$ cat config.mk
export PLATFORM = sky130hd
export DESIGN_NAME = multimode_ring_counter
export DESIGN_NICKNAME = d
export VERILOG_FILES = /design/src/rtl/ring_counter_pkg.sv /design/src/rtl/ring_state_decode.sv /design/src/rtl/multimode_ring_counter.sv
export SDC_FILE = /design/constraint.sdc
export NUM_CORES = 1
export LEC_CHECK = 0
export CORE_ASPECT_RATIO = 1.25
export CORE_UTILIZATION = 60
export CTS_BUF_LIST = sky130_fd_sc_hd__clkbuf_4 sky130_fd_sc_hd__clkbuf_8 sky130_fd_sc_hd__clkbuf_16
export CTS_CLUSTER_SIZE = 40
export DETAILED_ROUTE_END_ITERATION = 8
export DONT_BUFFER_PORTS = 1
export PLACE_DENSITY = 0.73
export SETUP_SLACK_MARGIN = 0.1
export SYNTH_ARGS = -nofsm -noshare
export SYNTH_HDL_FRONTEND = slang
export SYNTH_HIERARCHICAL = 1
export SYNTH_SLANG_ARGS = --single-unit
$ cat constraint.sdc
create_clock -name clk -period 10.33 [get_ports clk]
set_input_delay 0.5165 -clock clk [delete_from_list [all_inputs] [get_ports clk]]
set_output_delay 0.5165 -clock clk [all_outputs]
set_load 0.02 [all_outputs]
$ cat src/rtl/ring_counter_pkg.sv
// Shared encodings and sizing helpers for the multimode ring counter.
// Included by ring_state_decode and multimode_ring_counter via import.
package ring_counter_pkg;

    typedef enum logic {
        MODE_RING    = 1'b0,
        MODE_JOHNSON = 1'b1
    } mode_e;

    typedef enum logic {
        DIR_UP   = 1'b0,
        DIR_DOWN = 1'b1
    } dir_e;

    localparam int N_MIN = 2;
    localparam int N_MAX = 32;

    // Width of the sequence index: a Johnson sequence has 2N states.
    function automatic int pos_width(input int n);
        return $clog2(2 * n);
    endfunction

endpackage

$ cat src/rtl/ring_state_decode.sv
// Combinational decode of a ring/Johnson state into its sequence index and
// a legality flag for the currently selected mode.
module ring_state_decode
    import ring_counter_pkg::*;
#(
    parameter int N = 8
) (
    input  logic [N-1:0]              Q,
    input  logic                      mode,
    output logic [pos_width(N)-1:0]   pos,
    output logic                      legal
);

    localparam int PW = pos_width(N);
    // 2N may equal 2**PW; modular subtraction below still yields 2N - ones.
    localparam logic [PW-1:0] TWO_N = PW'(2 * N);

    logic [PW-1:0] ones;
    logic [PW-1:0] ring_pos;
    logic [PW-1:0] john_pos;
    logic [N-2:0]  edges;
    logic          ring_legal;
    logic          john_legal;

    always_comb begin
        // NOTE: every variable gets a default first so no path infers a latch.
        ring_pos = '0;
        for (int i = 0; i < N; i++) begin
            if (Q[i]) ring_pos = PW'(i);
        end

        ones  = PW'($countones(Q));
        edges = Q[N-1:1] ^ Q[N-2:0];

        ring_legal = $onehot(Q);
        john_legal = $onehot0(edges);

        // Filling phase counts ones upward; draining phase counts from 2N down.
        if (Q[0] || (Q == '0)) john_pos = ones;
        else                   john_pos = TWO_N - ones;

        if (mode == MODE_JOHNSON) begin
            pos   = john_pos;
            legal = john_legal;
        end else begin
            pos   = ring_legal ? ring_pos : '0;
            legal = ring_legal;
        end
    end

endmodule

$ cat src/rtl/multimode_ring_counter.sv
// Ring / Johnson counter with direction, load, wrap and illegal-state pulses.
// Define RING_SELF_CORRECT_EN to force illegal states back to the reset pattern.
module multimode_ring_counter
    import ring_counter_pkg::*;
#(
    parameter int N = 8
) (
    input  logic                    clk,
    input  logic                    reset,
    input  logic                    en,
    input  logic                    dir,
    input  logic                    mode,
    input  logic                    load,
    input  logic [N-1:0]            load_val,
    output logic [N-1:0]            Q,
    output logic [pos_width(N)-1:0] pos,
    output logic                    wrap,
    output logic                    err
);

    localparam int            PW      = pos_width(N);
    localparam logic [N-1:0]  RESET_Q = N'(1);

    if ((N < N_MIN) || (N > N_MAX)) begin : g_bad_width
        $error("multimode_ring_counter: N=%0d outside %0d..%0d", N, N_MIN, N_MAX);
    end

    logic [N-1:0]  q_step;
    logic [PW-1:0] step_pos;
    logic [PW-1:0] seq_last;
    logic          legal;
    logic          step_legal;
    logic          wrap_hit;
    logic          fix;

    always_comb begin
        q_step = Q;
        if (mode == MODE_RING) begin
            if (dir == DIR_UP) q_step = {Q[N-2:0], Q[N-1]};
            else               q_step = {Q[0], Q[N-1:1]};
        end else begin
            if (dir == DIR_UP) q_step = {Q[N-2:0], ~Q[N-1]};
            else               q_step = {~Q[0], Q[N-1:1]};
        end
    end

    ring_state_decode #(.N(N)) u_cur_decode (
        .Q     (Q),
        .mode  (mode),
        .pos   (pos),
        .legal (legal)
    );

    ring_state_decode #(.N(N)) u_step_decode (
        .Q     (q_step),
        .mode  (mode),
        .pos   (step_pos),
        .legal (step_legal)
    );

    assign seq_last = (mode == MODE_JOHNSON) ? PW'(2 * N - 1) : PW'(N - 1);

    // A wrap is a crossing of the sequence boundary between two legal states.
    always_comb begin
        wrap_hit = 1'b0;
        if (legal && step_legal) begin
            if (dir == DIR_UP) wrap_hit = (pos == seq_last) && (step_pos == '0);
            else               wrap_hit = (pos == '0) && (step_pos == seq_last);
        end
    end

`ifdef RING_SELF_CORRECT_EN
    assign fix = ~legal;
`else
    assign fix = 1'b0;
`endif

    // NOTE: non-blocking assignments so all registers sample pre-edge values;
    // reset is asynchronous, so it appears in the sensitivity list.
    always_ff @(posedge clk or posedge reset) begin
        if (reset) begin
            Q    <= RESET_Q;
            wrap <= 1'b0;
            err  <= 1'b0;
        end else begin
            wrap <= 1'b0;
            err  <= 1'b0;
            if (load) begin
                Q <= load_val;
            end else if (en) begin
                if (fix) begin
                    Q   <= RESET_Q;
                    err <= 1'b1;
                end else begin
                    Q    <= q_step;
                    wrap <= wrap_hit;
                end
            end
        end
    end

endmodule
==> impl_results.md <==
* Setup slack after layout at 5500 ps
* CTS tree: built
* Syn_nets at a little under 300
* Routed vias at about 1500
* DRC violations left at 0
* # nets final at between 200 and 300
* Hold buffer count at CTS at 0
* Vias in the first global route at ~1600
* CP max stage cell: dfrtp_1
* Layout cells sized above 1 at 9.42%
* H-tree Lvls at 1
* Starting Density at 63.4%
* # IOs at 28
* Drt first-iter violations at 30
* RSZ-0062 raised after global routing: false
* Seq cells post-synth at 9
* Root Buffer: clkbuf_8
* Distinct cells, synth at between 40 and 50
* Hold WS at approximately 140 ps
* F_max at slightly above 200 MHz
* GRT Total Usage at 27.4%
* Max-slew headroom at 65.2%
* Cell area after synthesis at 2040 um^2
* DIE AREA at about 3600 um^2
* Top cells by area, synth: ha_1, fa_1, dfrtp_1
* Layout Skew at 4.75 ps
* Worst hold path type: in2async
* Worst Tran Pin Value at 522 ps
* Worst Setup End Kind: flip-flop
* Peak VDD IR at 0.164 mV
* Startpoint types: flip-flop
* Fin. Hold Viols at 0
* CTS Buffer Depth at 2
* Arr. time, crit path at 4980 ps
* Fin Setup TNS at 0 ps
* Clock Power Share at 8.0%
* Delay-heaviest family, CP: adder cells
* Syn Inst Count at 224
* Yosys warns at 6
* Die X at 54.2 um
* Core area at 3220 um^2
* Worst skew pair latency at 230 ps
* Post-CTS setup buffers at 0
* CTS buffer count at 3
* Sink Count at 9
* Critical Path Max Stage Delay at 580 ps
* Initial DRT Pass Iterations at 4
* First-pass GRT wire length at 7230 um
* Clock input transition at the sequential cells of the worst setup and hold paths at 50 ps
* Antenna violations before repair at 0
* CP most frequent cell: fa_1
* Post-synth top flop: dfrtp_1
* Logic pwr share at 81.2%
* Buffers on Ports at 0
* Routed Antenna Nets at 0
* Ant diodes at 0
* Reg power frac at 10.7%
* Post-CTS resize count at 0
* WP data required at 10470 ps
* RePlAce Congestion at around 0.91
* GRT overflow at 0
* EDFF count, synth at 0
* Status: finished clean
* Leakage at 1.08 nW
* Worst-path fanout max at 7
* WS Path Type: reg2reg
* Cell accounting for the most synthesized area: ha_1
* PwrDens at 241 nW/um^2
* Register area share after synthesis at ~11%
* Slew Limit Fails at 0
* DRT Wirelength at 4520 um
* Post-place setup slack at about 5600 ps
* Period Utilization, post-route at a little under half
* Top cell type's share of synthesized area at between 20 and 25%
* Fraction of registers with async set/reset at 100%
* Syn_area_per_cell at 9.13 um^2
* Die height at ~67 um
* CP Cell Sequence: xor2_1 > nor2_1 > nor2_1 > fa_1 > inv_1 > fa_1 > fa_1 > inv_1 > ha_1 > inv_1 > fa_1 > a211oi_1 > mux2i_1 > nor3_2 > a22o_1 > nor4b_1 > nand4_1 > o22ai_1
* Via/cell ratio at 5.92
* Largest net degree at the start of global routing at 18
* # rows at 23
* Routed length per instance at 17.4 um
* Area Growth Syn to Fin at 3.00%
* Hpwl dp at 3770 um
* WP buf/inv at 3
* Setup violators final at 0
* Switching share of power at 51.5%
* Sw power at ~260 uW
* Internal at 246 uW
* Final Critical Period at approximately 4800 ps
* Maxcap violations at 0
## sequential cells by signal (all words and copies together) (netlist names)
register	count
Q	8
wrap	1
## power groups by stage
stage               Combinational [mW]  Sequential [mW]  Clock, mW
finish                           0.413           0.0545     0.0409
detailed placement               0.410           0.0552          0
global route                     0.472           0.0555     0.0437
CTS                              0.413           0.0545     0.0414
floorplan                        0.325           0.0514          0
global placement                 0.392           0.0547          0
## final timing paths
check,start,end,slack (ps),depth (start not counted)
min in group clk,load,Q[1],370,1
worst min-delay path,reset,Q[6],140,1
worst min register to register,Q[0],Q[0],790,3
max in group asynchronous,reset,Q[0],9890,1
worst max register to register,Q[7],wrap,5500,18
worst max-delay path,Q[7],wrap,5500,18
## worst reg2reg max path: stages, from the launching register on
cell and delay (ps):
dfrtp_1 580, xor2_1 200, nor2_1 70, nor2_1 330, fa_1 490, inv_1 90, fa_1 430, fa_1 430
inv_1 60, ha_1 150, inv_1 60, fa_1 390, a211oi_1 220, mux2i_1 130, nor3_2 290, a22o_1 210
nor4b_1 270, nand4_1 140, o22ai_1 190
## per-layer routing
layer / wire (um) / track usage (%) / vias up
met1: 1720 / 28.4 / 751
met5: 0 / 0 / -
li1: - / - / 747
met4: 154 / 10.6 / 0
met2: 2480 / 53.2 / 30
met3: 173 / 3.38 / 12
## per-stage QoR
| step | std cells | util [%] | cell area [um^2] | total power, mW |
|---|---|---|---|---|
| 2_1_floorplan | 224 | - | 2040 | 0.376 |
| 3_3_place_gp | 256 | 63.9 | 2060 | 0.447 |
| 3_5_place_dp | 256 | 63.9 | 2060 | 0.465 |
| 4_1_cts | 260 | 65.3 | 2110 | 0.509 |
| 5_1_grt | 260 | 65.3 | 2110 | 0.571 |
| 6_report | 260 | 65.3 | 2110 | 0.508 |
## kinds of logic after synthesis
kind of cell             after synthesis  synth area share [%]
multiplexers                          13                  6.73
flip-flops                             9                  11.1
adder cells (fa/ha/maj)               54                  39.7
AO/OA/AOI/OAI                         41                  14.8
XOR/XNOR                              16                  6.85
other                                  1                 0.183
buffers and inverters                 48                  9.42
AND/OR/NAND/NOR                       42                  11.3
## synthesized netlist by cell type (2+ instances only)
| cell | instances |
|---|---|
| a211o_1 | 2 |
| a21bo_1 | 2 |
| a21o_1 | 2 |
| a21oi_1 | 6 |
| a22o_1 | 6 |
| a31o_2 | 2 |
| a41oi_2 | 2 |
| and2_1 | 2 |
| clkbuf_1 | 2 |
| dfrtp_1 | 8 |
| fa_1 | 18 |
| ha_1 | 36 |
| inv_1 | 43 |
| mux2_2 | 6 |
| mux2i_1 | 7 |
| nand2_1 | 14 |
| nand4_1 | 4 |
| nor2_1 | 9 |
| nor2b_1 | 2 |
| nor3_1 | 2 |
| o21ai_0 | 9 |
| o21ai_1 | 3 |
| o31ai_1 | 2 |
| xnor2_1 | 9 |
| xor2_1 | 7 |
## final cells by class
cell class                 instances  area (um^2)
inverter                          43          161
clock inverter                     1         5.00
fill                             273         1120
tap                               37         46.3
sequential                         9          226
clock buffer                       3         41.3
multi-input combinational        167         1630
## cell usage in the layout (no fill, tap or decap), types with 2 or more instances in the layout
| master | n |
|---|---|
| a211o_1 | 2 |
| a21bo_1 | 2 |
| a21o_1 | 2 |
| a21oi_1 | 6 |
| a22o_1 | 6 |
| a31o_2 | 2 |
| a41oi_2 | 2 |
| and2_1 | 2 |
| clkbuf_8 | 3 |
| dfrtp_1 | 8 |
| fa_1 | 18 |
| ha_1 | 36 |
| inv_1 | 43 |
| mux2_2 | 6 |
| mux2i_1 | 7 |
| nand2_1 | 14 |
| nand4_1 | 4 |
| nor2_1 | 9 |
| nor2b_1 | 2 |
| nor3_1 | 2 |
| o21ai_0 | 9 |
| o21ai_1 | 3 |
| o31ai_1 | 2 |
| xnor2_1 | 9 |
| xor2_1 | 7 |
No activity file was read; power rests on OpenSTA's default activity.
